$ cat src/rtl/shared_reg_arbiter.sv
`default_nettype none
// ============================================================================
// Module   : shared_reg_arbiter
// Brief    : Round-robin write arbiter for one shared DW-bit register, with
//            bounded lock-based tenure extension.
// Revision : 1.0
// ============================================================================
module shared_reg_arbiter #(
  parameter int NREQ    = 4,
  parameter int DW      = 10,
  parameter int MAXHOLD = 3
) (
  input  logic                      clock_1,
  input  logic                      in0,
  input  logic [NREQ-1:0]           in1,
  input  logic [NREQ*DW-1:0]        in2,
  input  logic [NREQ-1:0]           in3,
  output logic [NREQ-1:0]           out1,
  output logic [DW-1:0]             out2,
  output logic                      out3,
  output logic [$clog2(NREQ)-1:0]   out4
);

  localparam int IW = $clog2(NREQ);
  localparam int HW = $clog2(MAXHOLD + 1);
  localparam logic [HW-1:0] HOLD_MAX = HW'(MAXHOLD);

  localparam logic [1:0] S_IDLE  = 2'd0;
  localparam logic [1:0] S_GRANT = 2'd1;
  localparam logic [1:0] S_HOLD  = 2'd2;

  logic [1:0]      state_q,   state_d;
  logic [NREQ-1:0] grant_q,   grant_d;
  logic [IW-1:0]   idx_q,     idx_d;
  logic [IW-1:0]   ptr_q,     ptr_d;
  logic [HW-1:0]   holdcnt_q, holdcnt_d;
  logic [DW-1:0]   reg_q,     reg_d;

  logic [IW-1:0]   w_arb_base;
  logic [IW-1:0]   w_arb_idx;
  logic [IW-1:0]   w_cand;
  logic [NREQ-1:0] w_arb_onehot;
  logic [IW-1:0]   w_next_ptr;
  logic            w_req_g;
  logic            w_lock_g;
  logic [DW-1:0]   w_data_g;
  logic            w_continue;

  // Scan starts at ptr from IDLE, or just past the grantee on release.
  assign w_next_ptr = idx_q + 1'b1;
  assign w_arb_base = (state_q == S_IDLE) ? ptr_q : w_next_ptr;

  // Walk from the far end back toward the base so the closest hit wins.
  always_comb begin
    w_arb_idx = '0;
    w_cand    = '0;
    for (int k = NREQ - 1; k >= 0; k--) begin
      w_cand = w_arb_base + IW'(k);
      if (in1[w_cand]) begin
        w_arb_idx = w_cand;
      end
    end
  end

  always_comb begin
    w_arb_onehot            = '0;
    w_arb_onehot[w_arb_idx] = 1'b1;
  end

  assign w_req_g    = in1[idx_q];
  assign w_lock_g   = in3[idx_q];
  assign w_data_g   = in2[idx_q*DW +: DW];
  assign w_continue = w_req_g & w_lock_g & (holdcnt_q < HOLD_MAX);

  always_ff @(posedge clock_1 or posedge in0) begin
    if (in0) begin
      state_q   <= S_IDLE;
      grant_q   <= '0;
      idx_q     <= '0;
      ptr_q     <= '0;
      holdcnt_q <= '0;
      reg_q     <= '0;
    end else begin
      state_q   <= state_d;
      grant_q   <= grant_d;
      idx_q     <= idx_d;
      ptr_q     <= ptr_d;
      holdcnt_q <= holdcnt_d;
      reg_q     <= reg_d;
    end
  end

  always_comb begin
    state_d   = state_q;
    grant_d   = grant_q;
    idx_d     = idx_q;
    ptr_d     = ptr_q;
    holdcnt_d = holdcnt_q;
    reg_d     = reg_q;
    case (state_q)
      S_IDLE: begin
        if (|in1) begin
          idx_d     = w_arb_idx;
          grant_d   = w_arb_onehot;
          holdcnt_d = '0;
          state_d   = S_GRANT;
        end
      end
      S_GRANT, S_HOLD: begin
        if (w_req_g) begin
          reg_d = w_data_g;
        end
        if (w_continue) begin
          holdcnt_d = holdcnt_q + 1'b1;
          state_d   = S_HOLD;
        end else begin
          // Release: back-to-back handover when anyone is still asking.
          ptr_d     = w_next_ptr;
          holdcnt_d = '0;
          if (|in1) begin
            idx_d   = w_arb_idx;
            grant_d = w_arb_onehot;
            state_d = S_GRANT;
          end else begin
            grant_d = '0;
            state_d = S_IDLE;
          end
        end
      end
      default: begin
        state_d   = S_IDLE;
        grant_d   = '0;
        holdcnt_d = '0;
      end
    endcase
  end

  always_comb begin
    out1 = grant_q;
    out2 = reg_q;
    out3 = (state_q != S_IDLE);
    out4 = idx_q;
  end

endmodule
`default_nettype wire

$ cat config.mk
export PLATFORM = sky130hd
export DESIGN_NAME = shared_reg_arbiter
export DESIGN_NICKNAME = d
export VERILOG_FILES = /design/src/rtl/shared_reg_arbiter.sv
export SDC_FILE = /design/constraint.sdc
export NUM_CORES = 1
export LEC_CHECK = 0
export ABC_AREA = 1
export BUFFER_PORTS_ARGS = -buffer_cell sky130_fd_sc_hd__buf_2
export CAP_MARGIN = 0
export CORE_MARGIN = 4
export CORE_UTILIZATION = 48
export CTS_CLUSTER_DIAMETER = 200
export DETAILED_ROUTE_END_ITERATION = 8
export PLACE_DENSITY = 0.76
export SYNTH_ARGS = -nofsm -noshare
export SYNTH_HDL_FRONTEND = slang
export SYNTH_SLANG_ARGS = --single-unit
$ cat constraint.sdc
create_clock -name clock_1 -period 2.09 [get_ports clock_1]
set_clock_uncertainty 0.15 [all_clocks]
set_input_delay 0.209 -clock clock_1 [delete_from_list [all_inputs] [get_ports clock_1]]
set_output_delay 0.209 -clock clock_1 [all_outputs]
set_load 0.005 [all_outputs]
Word-level counts from Yosys, hierarchy flattened
Cells that the tools add are included.

word-level totals
  input port bits = 50
  flip-flop bits (word level) = 22
  word-level logic and storage cells = 71
  output and inout port bits = 17

operators by class
  magnitude comparators = 8
  muxes and demuxes = 33
  reduce and logical (&&, ||, !) cells = 10
  add/subtract/negate cells = 5
  $mul = 1
  bitwise logic cells = 3
  shift-type cells = 1
  eq/ne operators = 4

operators by type and width
  operator                                              count
  variable part select 40 x 7 -> 10 bit                 1
  two-way mux 2 bit                                     11
  < comparator 2 x 3 -> 1 bit (second input constant)   6
  binary-select mux 1 bit (select 2 bit)                6
  two-way mux 4 bit                                     3
  case mux 2 bit (2 select lines)                       3
  two-way mux 1 bit                                     8
  case mux 4 bit (2 select lines)                       1
  AND reduction 2 bit                                   4
  adder 2 x 1 -> 2 bit (second input constant)          3
  multiplier 2 x 3 -> 5 bit (second input constant)     1
  adder 2 bit (second input constant)                   2
  nonzero test 2 bit                                    2
  OR reduction 4 bit                                    1
  AND 1 bit                                             2
  demux 1 bit (select 2 bit)                            1
  == test 2 x 1 -> 1 bit (second input constant)        1
  == test 2 bit (second input constant)                 1
  >= comparator 2 x 1 -> 1 bit (second input constant)  1
  zero test 2 bit                                       1
  < comparator 2 bit (second input constant)            1
  != test 2 x 1 -> 1 bit (second input constant)        1
  != test 2 bit (second input constant)                 1
  OR reduction 2 bit                                    1
  other kinds (2)                                       2

Depth between registers and ports, before layout
  word-level depth = 16
  mapped depth = 17
  gate-level depth less buffers = 16

Least setup slack after synthesis
No wires, ideal clock.

  kind = register -> register
  start point = reg state_q[0]
  end point = reg idx_q[0] (netlist: out4[0])
  arrival = 1.667 ns
  clock period less this slack = 1.947 ns
  library setup time = 0.130 ns
  data required time = 1.810 ns
  buffers on the path = 1
  setup slack = 0.143 ns
  cell stages (with the launch flop) = 18
  cells stage by stage = dfrtp_1 -> inv_1 -> ha_1 -> buf_6 -> inv_1 -> nand2_1 -> nand2_2 -> nand2_1 -> nand2_1 -> nand2_2 -> nand2_1 -> clkinv_1 -> nand3_1 -> nand2_1 -> nand3_2 -> nand2_2 -> nand2_1 -> o21ai_2

between the ends
  word-level cells in the longest chain between the ends = 12
  elaborated cells on any way between the ends = 26
  those cells by class = 3 x add/sub; 3 x eq/ne; 16 x mux; 4 x reduce/logical

ends and longest elaborated chain
  what                                     RTL line  RTL
  from (decl)                              32        logic [1:0] state_q, state_d;
  from (signal assigned)                   84        state_q <= state_d;
  zero test 2 bit                          51, 100
  two-way mux 2 bit                        51        assign w_arb_base = (state_q == S_IDLE) ? ptr_q : w_next_ptr;
  adder 2 bit                              58        w_cand = w_arb_base + IW'(k);
  binary-select mux 1 bit (select 2 bit)   59        if (in1[w_cand]) begin
  two-way mux 1 bit (not written as such)  59
  two-way mux 2 bit (4 in series)          59
  two-way mux 2 bit                        102, 120
  two-way mux 2 bit                        113       if (w_continue) begin
  case mux 2 bit (2 select lines)          100       case (state_q)
  to (signal assigned)                     86        idx_q <= idx_d;
  to (decl)                                34        logic [IW-1:0] idx_q, idx_d;

Parallel ways exist; a longest one is shown, timed or not. The select of a mux whose other input is x is not followed.
A chain may end at the register's enable or synchronous reset.

Worst setup path in the final report
  start point = reg state_q[1]
  end point = reg idx_q[0] (netlist: out4[0])

Same word-level chain as after synthesis.

==> summary.txt <==
Top Ports: 67
Worst hold-check path type: primary input to register
RSZ-0062 raised after global routing: no
Synth-to-layout area growth: 34.6%
Starting Density: 51.5%
Die area: 4380 µm²
CP endpoint: out4[0]$_DFFE_PP0P_
Post-synth EDFFs: 0
Max Cap Viol: 0
DRC Markers: 0
Gr ovfl total: 0
Synth Instances: 222
CTS root buf: clkbuf_4
Slew Limit Fails: 0
Initial drt markers: 68
Die W: 66.2 µm
Critical path peak fanout: 3
Final setup violation count: 0
Number of vias per cell: 5.08
Fin crit share: 94.4%
Register area share after synthesis: 33.9%
Largest net degree at the start of global routing: 23
Count of different cell masters after synthesis: 28
Fin area: 2190 µm²
Sink Count: 22
Dpl hpwl: 3430 µm
Vias in the first global route: 1597
Synthesized cell area: 1630 µm²
Async set-or-reset flop fraction in the synthesized netlist: 100%
Max Buffers Root-to-Sink: 2
TritonCTS clock tree: yes
Most common cell after layout, fill and taps aside: buf_2
Reg-to-reg startpoint: state_q[1]$_DFFE_PP0N_
Post-placement cell area: 2050 µm²
Flops & latches, synth: 22
I/O Buffers: 66
Slew @ Worst Pin: 0.371 ns
Ant diodes: 0
Pwr dens: 1730 nW/µm²
CP Data Required Time: 2.15 ns
Fin nets: 355
Leakage: 1.16 nW
GP Congestion: 0.854
Die Ht: 66.2 µm
FF-to-FF path depth: 14
Synth Flop Type: dfrtp_1
Hold slack: 0.131 ns
All-layer global routing usage: 21.1%
Yosys warnings: 0
Crit. End Element: register
Final wirelength: 4440 µm
Internal reg-to-reg setup slack: 0.12 ns
Capture point of the worst reg-to-reg path: out4[0]$_DFFE_PP0P_
Syn nets: 276
Initial antenna violation count: 0
VDD IR max: 890 µV
Clk_lat worst skew: 0.32 ns
Tmin final: 1.97 ns
Drt pass-1 iters: 4
Crit start category: register
H-tree depth: 1
Clk pin slew, worst setup/hold paths: 0.12 ns
Global-route wire length before repair: 7040 µm
Inserted Clock Buffers: 3
Crit Path Class: register to register
Routed WL per cell: 12.9 µm
Outcome: completed
F_max: 0.507 GHz
Final Hold Vio Count: 0
Critical Path Start: state_q[1]$_DFFE_PP0N_
Slew HR: 75.2%
Core area: 3150 µm²
Commonest cells after routing, fill and taps aside: 66 x buf_2, 48 x nand2_1, 23 x o21ai_0, 23 x nor2_1, 21 x dfrtp_1
Row cnt: 20
Vias: 1747
Synth Area per Inst: 7.32 µm²
Arr. time, crit path: 2.03 ns
Share of cells above drive strength 1: 44.0%
Setup TNS: 0 ns
Post-route ant nets: 0
[worst min path at each step]
stage	startpoint	end	depth (start not counted)
2_1_floorplan	in0	holdcnt_q[0]$_DFFE_PP0N_	1
5_1_grt	in2[9]	out2[9]$_DFFE_PP0P_	4
4_1_cts	in2[1]	out2[1]$_DFFE_PP0P_	4
3_3_place_gp	in0	holdcnt_q[1]$_DFFE_PP0N_	3
6_report	in2[1]	out2[1]$_DFFE_PP0P_	4
3_5_place_dp	in0	out2[8]$_DFFE_PP0P_	3
[worst max-delay path, cell delays in order (launching register included)]
cell      delay, ns
dfrtp_1        0.41
inv_2          0.11
ha_4           0.15
inv_2          0.04
or2_2          0.28
nand2_2        0.09
nand2_1        0.07
nand2_1        0.09
clkinv_1       0.06
nand3_1        0.06
nand2_1        0.06
nand3_2        0.08
nand2_2        0.08
nand2_1        0.08
o21ai_2        0.06
[through the flow]
| stage | power [mW] | std cells | setup slack, ns | utilization [%] |
|---|---|---|---|---|
| after CTS | 3.54 | 340 | 0.0366 | 66.5 |
| after floorplan | 2.61 | 222 | 0.143 | - |
| after detailed placement | 3.29 | 335 | -0.0284 | 65.0 |
| after global placement | 3.22 | 335 | 0.00758 | 65.0 |
| after global routing | 4.15 | 344 | 0.00129 | 69.4 |
| final | 3.78 | 344 | 0.117 | 69.4 |
[power breakdown]
group	switching, mW	leakage, nW	internal [mW]	total [mW]
clock	0.135	0.0210	0.107	0.242
sequential	0.124	0.271	0.633	0.758
combinational	1.62	0.868	1.16	2.78
total	1.88	1.16	1.90	3.78
[layer usage]
| metal | vias up | part of all wire (%) | GRT usage (%) |
|---|---|---|---|
| met5 | - | 0 | 0 |
| met4 | 0 | 1.7 | 8.38 |
| met3 | 5 | 4.7 | 2.21 |
| met2 | 48 | 48 | 35.4 |
| met1 | 793 | 45 | 27.7 |
| li1 | 901 | - | - |
[layout make-up]
cell class,count,area (µm²)
clock buffers,4,36.3
well taps,44,55.1
flip-flops and latches,22,552
multi-input cells,172,1010
inverters,19,71.3
repair buffers,83,460
fillers,285,965
[cell usage after synthesis (3+ instances only)]
cell | number | area (µm²)
nand3_1 | 15 | 75.1
nand4_1 | 3 | 18.8
ha_1 | 4 | 50.1
nor2_1 | 23 | 86.3
inv_1 | 17 | 63.8
o22ai_1 | 12 | 75.1
nand2_2 | 5 | 31.3
a21oi_1 | 3 | 15.0
clkbuf_1 | 6 | 22.5
nand3_2 | 4 | 40.0
dfrtp_1 | 22 | 551
nand2_1 | 57 | 214
mux2_2 | 10 | 113
o21ai_0 | 25 | 125
[logic make-up (layout without fill, tap and decap cells)]
kind of cell | count (synthesis) | in the layout | synth area share, %
AND/OR/NAND/NOR | 113 | 113 | 32.2
flip-flops | 22 | 22 | 33.9
buffers and inverters | 28 | 106 | 7.62
AO/OA/AOI/OAI | 45 | 45 | 16.3
adder cells (fa/ha/maj) | 4 | 4 | 3.08
multiplexers | 10 | 10 | 6.93
[registers in the layout, indices dropped and copies added, names as in the netlist]
signal,count
out2,10
out1,4
holdcnt_q,2
out4,2
ptr_q,2
state_q,2
[timing repair]
action / in CTS / in global routing
endpoints found under the setup margin: 5 / 6
setup buffers: 0 / 4
pin swaps: 0 / 12
hold buffers: 1 / 0
resized for setup: 1 / 22
endpoints found under the hold margin: 22 / 0
Power figures use the tool's default switching activity.
